<file path="src/rtl/alu_md_pkg.sv">
`default_nettype none
// ============================================================================
//  Module      : alu_md_pkg
//  Description : Shared types and op-decode helpers for the multi-cycle ALU
//                (base integer ops plus RV32M multiply/divide).
//  Revision    : 1.0  initial release
// ============================================================================
package alu_md_pkg;

    localparam int OP_W = 5;

    typedef enum logic [OP_W-1:0] {
        ALU_ADD    = 5'd0,
        ALU_SUB    = 5'd1,
        ALU_SLL    = 5'd2,
        ALU_SLT    = 5'd3,
        ALU_SLTU   = 5'd4,
        ALU_XOR    = 5'd5,
        ALU_SRL    = 5'd6,
        ALU_SRA    = 5'd7,
        ALU_OR     = 5'd8,
        ALU_AND    = 5'd9,
        ALU_MUL    = 5'd10,
        ALU_MULH   = 5'd11,
        ALU_MULHSU = 5'd12,
        ALU_MULHU  = 5'd13,
        ALU_DIV    = 5'd14,
        ALU_DIVU   = 5'd15,
        ALU_REM    = 5'd16,
        ALU_REMU   = 5'd17
    } alu_op_e;

    typedef enum logic [1:0] {
        IDLE = 2'd0,
        BUSY = 2'd1,
        DONE = 2'd2
    } state_e;

    typedef enum logic {
        MODE_MUL = 1'b0,
        MODE_DIV = 1'b1
    } iter_mode_e;

    function automatic logic is_mul(input logic [OP_W-1:0] op);
        return (op == ALU_MUL) || (op == ALU_MULH) ||
               (op == ALU_MULHSU) || (op == ALU_MULHU);
    endfunction

    function automatic logic is_div(input logic [OP_W-1:0] op);
        return (op == ALU_DIV) || (op == ALU_DIVU) ||
               (op == ALU_REM) || (op == ALU_REMU);
    endfunction

    // Operand A is treated as signed for MUL, MULH, MULHSU, DIV and REM.
    function automatic logic is_signed_a(input logic [OP_W-1:0] op);
        return (op == ALU_MUL) || (op == ALU_MULH) || (op == ALU_MULHSU) ||
               (op == ALU_DIV) || (op == ALU_REM);
    endfunction

    // Operand B is treated as signed for MUL, MULH, DIV and REM.
    function automatic logic is_signed_b(input logic [OP_W-1:0] op);
        return (op == ALU_MUL) || (op == ALU_MULH) ||
               (op == ALU_DIV) || (op == ALU_REM);
    endfunction

endpackage
`default_nettype wire

</file>
<file path="src/rtl/alu_md_iter.sv">
`default_nettype none
// ============================================================================
//  Module      : alu_md_iter
//  Description : Shared iterative datapath: unsigned shift-add multiply and
//                restoring divide on operand magnitudes, one bit per cycle.
//                Multiply: acc = {hi, multiplier}, final acc = product.
//                Divide  : acc = {rem, dividend}, final acc = {rem, quotient}.
//  Revision    : 1.0  initial release
// ============================================================================
module alu_md_iter
    import alu_md_pkg::*;
#(
    parameter int XLEN = 32
) (
    input  logic              clk,
    input  logic              rst_n,
    input  logic              start,
    input  iter_mode_e        mode,
    input  logic [XLEN-1:0]   op_a,
    input  logic [XLEN-1:0]   op_b,
    output logic [2*XLEN-1:0] acc_nxt,
    output logic              done
);

    localparam int            CW   = $clog2(XLEN) + 1;
    localparam logic [CW-1:0] LAST = CW'(XLEN - 1);

    logic [2*XLEN-1:0] r_acc;
    logic [XLEN-1:0]   r_opnd;
    logic [CW-1:0]     r_cnt;
    logic              r_run;
    iter_mode_e        r_mode;

    logic [XLEN:0]     w_sum;
    logic [XLEN:0]     w_rem_sh;
    logic [XLEN:0]     w_diff;

    // One iteration step: add-then-shift-right for multiply, shift-left-then-trial-subtract for divide
    always_comb begin
        w_sum    = {1'b0, r_acc[2*XLEN-1:XLEN]} + (r_acc[0] ? {1'b0, r_opnd} : '0);
        w_rem_sh = r_acc[2*XLEN-1:XLEN-1];
        w_diff   = w_rem_sh - {1'b0, r_opnd};
        if (r_mode == MODE_MUL) begin
            acc_nxt = {w_sum, r_acc[XLEN-1:1]};
        end else if (!w_diff[XLEN]) begin
            acc_nxt = {w_diff[XLEN-1:0], r_acc[XLEN-2:0], 1'b1};
        end else begin
            // Restore: the shifted partial remainder was below the divisor, so its top bit is zero
            acc_nxt = {w_rem_sh[XLEN-1:0], r_acc[XLEN-2:0], 1'b0};
        end
    end

    // The step that finishes is the one taken while the counter still reads XLEN-1
    assign done = r_run && (r_cnt == LAST);

    // Operand load on start, then XLEN steps; the counter ends at XLEN
    always_ff @(posedge clk) begin
        if (!rst_n) begin
            r_acc  <= '0;
            r_opnd <= '0;
            r_cnt  <= '0;
            r_run  <= 1'b0;
            r_mode <= MODE_MUL;
        end else if (start) begin
            r_acc  <= {{XLEN{1'b0}}, op_a};
            r_opnd <= op_b;
            r_cnt  <= '0;
            r_run  <= 1'b1;
            r_mode <= mode;
        end else if (r_run) begin
            r_acc <= acc_nxt;
            r_cnt <= r_cnt + 1'b1;
            if (r_cnt == LAST) begin
                r_run <= 1'b0;
            end
        end
    end

endmodule
`default_nettype wire

</file>
<file path="src/rtl/alu_md.sv">
`default_nettype none
// ============================================================================
//  Module      : alu_md
//  Description : Multi-cycle ALU with valid/ready handshakes. Base ops and
//                divide short-cuts complete in one cycle; MUL*/DIV* run on
//                the shared iterative datapath for XLEN cycles.
//  Revision    : 1.0  initial release
// ============================================================================
module alu_md
    import alu_md_pkg::*;
#(
    parameter int XLEN = 32
) (
    input  logic            clk,
    input  logic            rst_n,
    input  logic            in_valid,
    output logic            in_ready,
    input  logic [XLEN-1:0] a,
    input  logic [XLEN-1:0] b,
    input  logic [4:0]      op,
    output logic            out_valid,
    input  logic            out_ready,
    output logic [XLEN-1:0] result,
    output logic            div_by_zero
);

    localparam int SHW = $clog2(XLEN);

    state_e            r_state;
    state_e            w_state_nxt;
    logic [4:0]        r_op;
    logic              r_neg_q;
    logic              r_neg_r;
    logic [XLEN-1:0]   r_result;
    logic              r_dbz;

    logic              w_accept;
    logic              w_iter_start;
    logic              w_iter_done;
    logic [2*XLEN-1:0] w_acc_nxt;
    logic [2*XLEN-1:0] w_prod;
    logic [XLEN-1:0]   w_quick;
    logic [XLEN-1:0]   w_post;
    logic [XLEN-1:0]   w_a_mag;
    logic [XLEN-1:0]   w_b_mag;
    logic [SHW-1:0]    w_shamt;
    logic              w_sa;
    logic              w_sb;
    logic              w_div_zero;
    logic              w_div_ovf;
    logic              w_long;

    // Sign pre-processing and short-cut detection on the live request
    assign w_sa       = is_signed_a(op) && a[XLEN-1];
    assign w_sb       = is_signed_b(op) && b[XLEN-1];
    assign w_a_mag    = w_sa ? -a : a;
    assign w_b_mag    = w_sb ? -b : b;
    assign w_shamt    = b[SHW-1:0];
    assign w_div_zero = is_div(op) && (b == '0);
    assign w_div_ovf  = ((op == ALU_DIV) || (op == ALU_REM)) &&
                        (a == {1'b1, {(XLEN-1){1'b0}}}) && (b == '1);
    assign w_long     = is_mul(op) || (is_div(op) && !w_div_zero && !w_div_ovf);
    assign w_accept   = in_valid && in_ready;

    // Single-cycle results: base ops, illegal ops and divide short-cuts
    always_comb begin
        w_quick = '0;
        case (op)
            ALU_ADD:  w_quick = a + b;
            ALU_SUB:  w_quick = a - b;
            ALU_SLL:  w_quick = a << w_shamt;
            ALU_SLT:  w_quick = {{(XLEN-1){1'b0}}, ($signed(a) < $signed(b))};
            ALU_SLTU: w_quick = {{(XLEN-1){1'b0}}, (a < b)};
            ALU_XOR:  w_quick = a ^ b;
            ALU_SRL:  w_quick = a >> w_shamt;
            ALU_SRA:  w_quick = $signed(a) >>> w_shamt;
            ALU_OR:   w_quick = a | b;
            ALU_AND:  w_quick = a & b;
            // Only reached as a short-cut: b=0 gives all-ones, overflow gives a
            ALU_DIV, ALU_DIVU: w_quick = w_div_zero ? '1 : a;
            // b=0 gives a, overflow gives 0
            ALU_REM, ALU_REMU: w_quick = w_div_zero ? a : '0;
            default:  w_quick = '0;
        endcase
    end

    // Sign post-processing of the final iteration value
    always_comb begin
        w_prod = r_neg_q ? -w_acc_nxt : w_acc_nxt;
        w_post = '0;
        case (r_op)
            ALU_MUL:                          w_post = w_prod[XLEN-1:0];
            ALU_MULH, ALU_MULHSU, ALU_MULHU:  w_post = w_prod[2*XLEN-1:XLEN];
            ALU_DIV, ALU_DIVU:  w_post = r_neg_q ? -w_acc_nxt[XLEN-1:0] : w_acc_nxt[XLEN-1:0];
            ALU_REM, ALU_REMU:  w_post = r_neg_r ? -w_acc_nxt[2*XLEN-1:XLEN] : w_acc_nxt[2*XLEN-1:XLEN];
            default:                          w_post = '0;
        endcase
    end

    alu_md_iter #(
        .XLEN    (XLEN)
    ) u_iter (
        .clk     (clk),
        .rst_n   (rst_n),
        .start   (w_iter_start),
        .mode    (is_div(op) ? MODE_DIV : MODE_MUL),
        .op_a    (w_a_mag),
        .op_b    (w_b_mag),
        .acc_nxt (w_acc_nxt),
        .done    (w_iter_done)
    );

    // State register
    always_ff @(posedge clk) begin
        if (!rst_n) begin
            r_state <= IDLE;
        end else begin
            r_state <= w_state_nxt;
        end
    end

    // Next-state and handshake outputs; in_ready is forced low while in reset
    always_comb begin
        w_state_nxt  = r_state;
        w_iter_start = 1'b0;
        in_ready     = 1'b0;
        out_valid    = 1'b0;
        case (r_state)
            IDLE: begin
                in_ready = rst_n;
                if (in_valid && rst_n) begin
                    if (w_long) begin
                        w_state_nxt  = BUSY;
                        w_iter_start = 1'b1;
                    end else begin
                        w_state_nxt  = DONE;
                    end
                end
            end
            BUSY: begin
                if (w_iter_done) begin
                    w_state_nxt = DONE;
                end
            end
            DONE: begin
                out_valid = 1'b1;
                if (out_ready) begin
                    w_state_nxt = IDLE;
                end
            end
            default: w_state_nxt = IDLE;
        endcase
    end

    // Request latch and result register; result only moves on entry to DONE
    always_ff @(posedge clk) begin
        if (!rst_n) begin
            r_op     <= '0;
            r_neg_q  <= 1'b0;
            r_neg_r  <= 1'b0;
            r_result <= '0;
            r_dbz    <= 1'b0;
        end else if (w_accept) begin
            r_op    <= op;
            r_neg_q <= w_sa ^ w_sb;
            r_neg_r <= w_sa;
            if (!w_long) begin
                r_result <= w_quick;
                r_dbz    <= w_div_zero;
            end
        end else if ((r_state == BUSY) && w_iter_done) begin
            r_result <= w_post;
            r_dbz    <= 1'b0;
        end
    end

    assign result      = r_result;
    assign div_by_zero = r_dbz;

endmodule
`default_nettype wire

</file>
<file path="config.mk">
export PLATFORM = sky130hd
export DESIGN_NAME = alu_md
export DESIGN_NICKNAME = d
export VERILOG_FILES = /design/src/rtl/alu_md_pkg.sv /design/src/rtl/alu_md_iter.sv /design/src/rtl/alu_md.sv
export SDC_FILE = /design/constraint.sdc
export NUM_CORES = 1
export LEC_CHECK = 0
export BUFFER_PORTS_ARGS = -buffer_cell sky130_fd_sc_hd__clkbuf_2
export CAP_MARGIN = 20
export CORE_ASPECT_RATIO = 1.1
export CORE_MARGIN = 2
export CORE_UTILIZATION = 30
export CTS_CLUSTER_SIZE = 12
export DETAILED_ROUTE_END_ITERATION = 10
export PLACE_DENSITY = 0.51
export SLEW_MARGIN = 20
export SYNTH_ARGS = -nofsm -noshare
export SYNTH_HDL_FRONTEND = slang
export SYNTH_SLANG_ARGS = --single-unit
export TNS_END_PERCENT = 10
</file>
<file path="constraint.sdc">
create_clock -name clk -period 6.14 [get_ports clk]
set_clock_uncertainty 0.05 [all_clocks]
set_input_delay 0.614 -clock clk [delete_from_list [all_inputs] [get_ports clk]]
set_output_delay 0.614 -clock clk [all_outputs]
set_load 0.01 [all_outputs]
</file>
=== Word level (Yosys, flattened, before mapping) ===
Cells that the tools add are included.
Widths: inputs -> output; s select.

* Bits in registers: 146
* Bits of input ports: 73
* Output and inout bits: 35
* Word-level logic and storage cells: 138

* Add/subtract/negate cells: 10
* Magnitude comparators: 2
* Eq/ne operators: 34
* Shift-type cells: 3
* Multiplexer cells: 34
* Bitwise gates (word level): 5
* Reduce and logical (&&, ||, !) cells: 38

{| class="wikitable"
|+ Operators by type and width
! cell !! count
|-
| $mux 32 || 12
|-
| $pmux 32 s12 || 1
|-
| $mux 64 || 3
|-
| $neg 32->32 || 4
|-
| $pmux 32 s4 || 1
|-
| $eq 5x4->1 const B || 14
|-
| $eq 32x32->1 const B || 2
|-
| $lt 32x32->1 || 2
|-
| $neg 64->64 || 1
|-
| $add 32x32->33 || 1
|-
| $sub 33x32->33 || 1
|-
| $add 32x32->32 || 1
|-
| $and 32x32->32 || 1
|-
| $logic_not 32->1 || 1
|-
| $or 32x32->32 || 1
|-
| $shl 32x5->32 || 1
|-
| $shr 32x5->32 || 1
|-
| $sshr 32x5->32 || 1
|-
| $sub 32x32->32 || 1
|-
| $xor 32x32->32 || 1
|-
| $eq 5x3->1 const B || 4
|-
| $eq 5x5->1 const B || 4
|-
| $logic_or 1x1->1 || 12
|-
| $mux 1 || 12
|-
| 20 further kinds || 43
|}

=== Depth between registers and ports, before layout ===
* Depth in word-level cells: 13
* Gate-level depth with buffers: 24
* Depth with buffers taken out: 22

=== Hierarchy ===
Synthesis repeated with hierarchy kept, for this count alone.

* Cell total of the unflattened synthesis: 3,347
* Area total of the unflattened synthesis: 23,805.3 µm²

{| class="wikitable"
|+ By module, submodules not included
! module !! instances !! cells an instance !! area each (µm²) !! sequential area each (µm²)
|-
| alu_md || 1 || 2,205 || 14,914.3 || 840.8
|-
| alu_md_iter || 1 || 1,142 || 8,891.0 || 2,082.0
|}

=== Least setup slack after synthesis ===
No wires, ideal clock.

* Path type: input to register
* Start: input b[2]
* End: register r_result[31] (netlist: result[31])
* Library setup time: 0.122 ns
* Data arrival time: 5.098 ns
* Data required time: 5.968 ns
* Path slack: 0.870 ns
* Stages: 19
* Buffers on the path: 4
* Cell sequence: clkbuf_1 -> inv_2 -> buf_1 -> buf_1 -> clkbuf_1 -> ha_1 -> inv_1 -> a21oi_1 -> o21bai_1 -> a41oi_1 -> o2111a_1 -> o41a_1 -> o41ai_1 -> a211oi_1 -> o31ai_1 -> nor3_1 -> a31oi_1 -> a21oi_1 -> a221o_1

* Word-level cells in the longest chain between the ends: 8
* Elaborated cells on any way between the ends: 21
* Those cells by class: add/sub (2); eq/ne (2); shift (3); mux (5); reduce/logical (9)

{| class="wikitable"
|+ Ends and longest elaborated chain
! what !! line !! text
|-
| from (decl) || alu_md.sv:19 || <nowiki>input logic [XLEN-1:0] b,</nowiki>
|-
| branches (longest 8 deep; another with $sub 32x32->32) || n/a ||
|-
| to (signal assigned) || alu_md.sv:168 || <nowiki>r_result <= w_quick;</nowiki>
|-
| to (signal assigned) || alu_md.sv:172 || <nowiki>r_result <= w_post;</nowiki>
|-
| to (decl) || alu_md.sv:34 || <nowiki>logic [XLEN-1:0] r_result;</nowiki>
|}

Parallel ways; which one is timed is not known. The select of a mux whose other input is x is not followed.
A chain may end at the register's enable or synchronous reset.

=== Worst setup path in the final report ===
* Start: register u_iter.r_opnd[17]
* End: register r_result[6] (netlist: result[6])

* Word-level cells in the longest chain between the ends: 8
* Elaborated cells on any way between the ends: 12
* Those cells by class: add/sub (4); mux (8)

{| class="wikitable"
|+ Ends and longest elaborated chain
! what !! line !! text
|-
| from (decl) || alu_md_iter.sv:29 || <nowiki>logic [XLEN-1:0] r_opnd;</nowiki>
|-
| from (signal assigned) || alu_md_iter.sv:66 || <nowiki>r_opnd <= op_b;</nowiki>
|-
| $sub 33x32->33 * || alu_md_iter.sv:42 || <nowiki>w_diff = w_rem_sh - {1'b0, r_opnd};</nowiki>
|-
| $mux 64 * || alu_md_iter.sv:45 || <nowiki>end else if (!w_diff[XLEN]) begin</nowiki>
|-
| $mux 64 * || alu_md_iter.sv:43 || <nowiki>if (r_mode == MODE_MUL) begin</nowiki>
|-
| $neg 64->64 (tied with other cells) || alu_md.sv:89 || <nowiki>w_prod = r_neg_q ? -w_acc_nxt : w_acc_nxt;</nowiki>
|-
| $mux 64 (tied with other cells) || alu_md.sv:89 ||
|-
| $pmux 32 s4 * || alu_md.sv:91 || <nowiki>case (r_op)</nowiki>
|-
| $mux 32 * || alu_md.sv:171 || <nowiki>end else if ((r_state == BUSY) && w_iter_done) begin</nowiki>
|-
| $mux 32 * || alu_md.sv:163 || <nowiki>end else if (w_accept) begin</nowiki>
|}

Mark *: on every way between the ends. The rest lies on a longest branch, timed or not. The select of a mux whose other input is x is not followed.

==> tab_implementation.tex <==
\begin{tabular}{lr}
\hline
Metric & Value \\
\hline
\multicolumn{2}{l}{\textbf{Die}} \\
Height of the die & 300.9 um \\
Core Region & roughly 0.079 mm\^{}2 \\
Count of pins on the block boundary & 108 \\
Die area & 0.08240 mm\^{}2 \\
Initial Util & 0.3035 \\
Horizontal extent of the die & 273.9 um \\
\# rows & approximately 110 \\
\multicolumn{2}{l}{\textbf{Power}} \\
Peak supply drop & 148.7 uV \\
PwrDens & 169.6 mW/mm\^{}2 \\
Sum of internal, switching and leakage power & roughly 4.5 mW \\
Leak pwr & 10.29 nW \\
\multicolumn{2}{l}{\textbf{Synth}} \\
Count of state elements after synthesis & 146 \\
Cell type with the highest aggregate area in the netlist & sky130\_fd\_sc\_hd\_\_dfxtp\_1 \\
Top area cells in the synthesized netlist & sky130\_fd\_sc\_hd\_\_dfxtp\_1, sky130\_fd\_sc\_hd\_\_ha\_1, sky130\_fd\_sc\_hd\_\_a21oi\_1 \\
Number of unique standard cell types used by synthesis & between 100 and 150 \\
Sequential cell area fraction in the yosys report & 0.1216 \\
Mapped Nets & 3,749 \\
Share of the synthesized area in the top cell type & 0.1216 \\
EDFF count, synth & 0 \\
Synthesized area per cell & 6.857 um\^{}2 \\
Number of cells produced by synthesis & 3,505 \\
Top flip-flop cell by instance count after synthesis & sky130\_fd\_sc\_hd\_\_dfxtp\_1 \\
Count of warnings emitted by yosys & 0 \\
Cell area after technology mapping & 0.02403 mm\^{}2 \\
Leading cell types by count after synthesis & sky130\_fd\_sc\_hd\_\_nand2\_1, sky130\_fd\_sc\_hd\_\_nor2\_1, sky130\_fd\_sc\_hd\_\_a21oi\_1, sky130\_fd\_sc\_hd\_\_o21ai\_0, sky130\_fd\_sc\_hd\_\_clkbuf\_1 \\
Async S/R FF share, synth & 0 \\
Dominant cell by count in the synthesized netlist & sky130\_fd\_sc\_hd\_\_nand2\_1 \\
\multicolumn{2}{l}{\textbf{Global routing}} \\
Global-route wire length before repair & $\sim$190 mm \\
Total gr overflow & 0 \\
Via count of the first global-routing pass & between 20,000 and 30,000 \\
Pin count of the biggest net entering global routing & between 90 and 100 \\
Antenna violations before repair & 11 \\
Combined global-route utilization of all metal layers & 0.3071 \\
\multicolumn{2}{l}{\textbf{Route}} \\
Per-cell via count in the routed design & 6.396 \\
Wire length per cell after detailed routing & 28.82 um \\
Drc violations & 0 \\
Routed metal-1 wirelength & 51.58 mm \\
Total wire length after detailed routing & 131.2 mm \\
Violation count after the first detailed-route iteration & 4,112 \\
Top routing layer used & met5 \\
Met2 Wirelength & 56.81 mm \\
Post-route ant nets & 0 \\
Vias after detailed routing & between 20,000 and 30,000 \\
Length of the first detailed-routing pass in iterations & 9 \\
Met3 routed wirelength & 13.07 mm \\
\multicolumn{2}{l}{\textbf{STA}} \\
Highest clock frequency the design can meet & between 150 and 200 MHz \\
Pin slew with the least headroom to its limit & 1.258 ns \\
Setup TNS & 0 ns \\
Total count of max-transition violations in the final report & 0 \\
Setup repair after global routing missed its margin & false \\
Part of the cycle the worst path needs & 0.9323 \\
Number of endpoints failing setup at the final stage & 0 \\
Number of endpoints with negative hold slack in the final report & 0 \\
Final worst hold slack & 0.3902 ns \\
Normalized max-slew margin & 0.1615 \\
Final period demand of the worst path & 5.724 ns \\
\multicolumn{2}{l}{\textbf{Run}} \\
Count of maximum capacitance violations & 0 \\
\multicolumn{2}{l}{\textbf{Setup path}} \\
Endpoint class of the critical path & flip-flop \\
Ordered cell list for the critical path & inv\_1, ha\_1, a211oi\_2, o21a\_1, or4\_4, o211a\_2, a21oi\_4, o21bai\_1, inv\_1, ha\_1, and3\_1, nand3\_1, or2\_2, nor3\_2, nor2\_1, o31ai\_1, nor2b\_1, a31oi\_1, a221oi\_1, a21oi\_1 \\
Slowest cell delay on critical path & 0.54 ns \\
Worst EP arrival & roughly 6 ns \\
Slowest cell on the critical path & sky130\_fd\_sc\_hd\_\_or4\_4 \\
Worst endpoint required time & 6.43 ns \\
Category of the most critical setup path & flip-flop to flip-flop \\
Startpoint kind of the worst setup timing path & flip-flop \\
Critical Path Fanout Max & 11 \\
\multicolumn{2}{l}{\textbf{Placed design}} \\
Placed cell areas & roughly 0.026 mm\^{}2 \\
Routability congestion estimate from global placement & 1.114 \\
Placed cells & $\sim$4,500 \\
Placed wire-length estimate & $\sim$100 mm \\
Port-buffer cells & 107 \\
\multicolumn{2}{l}{\textbf{Clock network}} \\
Sink Count & $\sim$150 \\
H-Tree Depth & 4 \\
Number of CTS-inserted buffers & 17 \\
CTS tree & built \\
Clock tree buffer depth & 2 \\
Worst-Skew Late Latency & between 0.4 and 0.5 ns \\
Post-CTS setup buffer count & 0 \\
Count of cells resized by post-cts repair & 0 \\
Clock transition time at the flip-flop clock pins of the worst setup and hold paths & 0.08 ns \\
CTS root buf & sky130\_fd\_sc\_hd\_\_clkbuf\_16 \\
Number of buffers inserted by hold repair at cts & 0 \\
\multicolumn{2}{l}{\textbf{Final layout}} \\
Synth-to-Final Area Change & 9.829\% \\
Filler cell count & just under 9,000 \\
Total area of multi-input combinational cells & between 0.015 and 0.02 mm\^{}2 \\
Final-stage net count & 3,734 \\
Fraction of layout cells with a size suffix above 1 & 0.1082 \\
FF/Latch Area & 0.002930 mm\^{}2 \\
Cell area after layout & between 0.02 and 0.03 mm\^{}2 \\
Non-filler instance count after layout & around 4,600 \\
\multicolumn{2}{l}{\textbf{Run status}} \\
Outcome & finished clean \\
\multicolumn{2}{l}{\textbf{Hold path}} \\
Hold Path Class & input port to flip-flop \\
\hline
\end{tabular}
-- final timing paths --
kind | startpoint | end | slack [ns] | cells past startpoint
max | u_iter.r_opnd[17]$_SDFFE_PN0P_ | result[6]$_SDFFE_PN0P_ | 0.42 | 20
min | out_ready | r_state[1]$_SDFFE_PN0P_ | 0.39 | 3
max reg2reg | u_iter.r_opnd[17]$_SDFFE_PN0P_ | result[6]$_SDFFE_PN0P_ | 0.42 | 20
min reg2reg | u_iter.r_opnd[30]$_SDFFE_PN0P_ | u_iter.r_opnd[30]$_SDFFE_PN0P_ | 0.43 | 2
-- routing by layer --
metal / vias up / track usage
met1: 13830 / 0.3898
met3: 449 / 0.06260
met2: 1784 / 0.4749
li1: 13030 / -
met5: - / 0
met4: 14 / 0.1905
-- cells by family after synthesis --
group,synth area share
buffers and inverters,0.06768
AND/OR/NAND/NOR,0.2449
AO/OA/AOI/OAI,0.3446
flip-flops,0.1216
adder cells (fa/ha/maj),0.09027
XOR/XNOR,0.05175
multiplexers,0.07918
-- registers in the layout, summed over array words and instances, names as in the netlist --
register,flops
r_state,2
r_neg_r,1
r_neg_q,1
r_op,5
u_iter.r_acc,64
u_iter.r_opnd,32
result,32
u_iter.r_cnt,6
div_by_zero,1
u_iter.r_run,1
u_iter.r_mode,1
-- per-stage QoR --
step / setup slack [ns] / util
after detailed placement: 0.5809 / 0.3253
after CTS: 0.5509 / 0.3330
final: 0.4160 / 0.3333
after global routing: 0.1485 / 0.3333
after global placement: 0.7101 / 0.3253
after floorplan: 0.8698 / -
-- cell type report --
cell class / count / area share
timing repair buffer: 221 / 0.05356
sequential: 146 / 0.1110
inverter: 161 / 0.02289
multi-input combinational: 2943 / 0.7397
antenna: 3 / 0.0002844
clock inverter: 15 / 0.006920
clock buffer: 17 / 0.01612
tap: 1045 / 0.04953
-- placed cells by master (no fill, tap or decap), drive strengths merged, types with 34 or more instances in the layout --
| master | netlist | routed |
|---|---|---|
| ha | 167 | 167 |
| clkbuf | 203 | 123 |
| mux2i | 120 | 120 |
| nand4 | 48 | 48 |
| nand2 | 389 | 389 |
| buf | 52 | 115 |
| xnor2 | 115 | 115 |
| nor3 | 91 | 91 |
| o211ai | 65 | 65 |
| a21o | 43 | 43 |
| a21oi | 298 | 298 |
| or3 | 34 | 34 |
| dfxtp | 146 | 146 |
| and2 | 66 | 66 |
| o31ai | 47 | 47 |
| a211oi | 87 | 87 |
| nand3 | 81 | 81 |
| a31oi | 42 | 42 |
| nor2 | 346 | 346 |
| o21ai | 310 | 310 |
| inv | 157 | 168 |
-- where the power goes --
group	internal [mW]	leakage [nW]	switching, mW	total [mW]
sequential	0.983	1.18	0.0472	1.03
clock	0.589	0.301	0.558	1.15
combinational	0.740	8.81	1.56	2.30
-- critical path, delay by kind of cell (launching register included) --
family | cells | cell delay (ns)
adders and majority gates | 2 | 0.75
AOI/OAI and AO/OA | 9 | 2.24
DFF | 1 | 0.33
buffers and inverters | 2 | 0.25
and+or+nand+nor | 7 | 1.99
No activity file was read; power rests on OpenSTA's default activity.
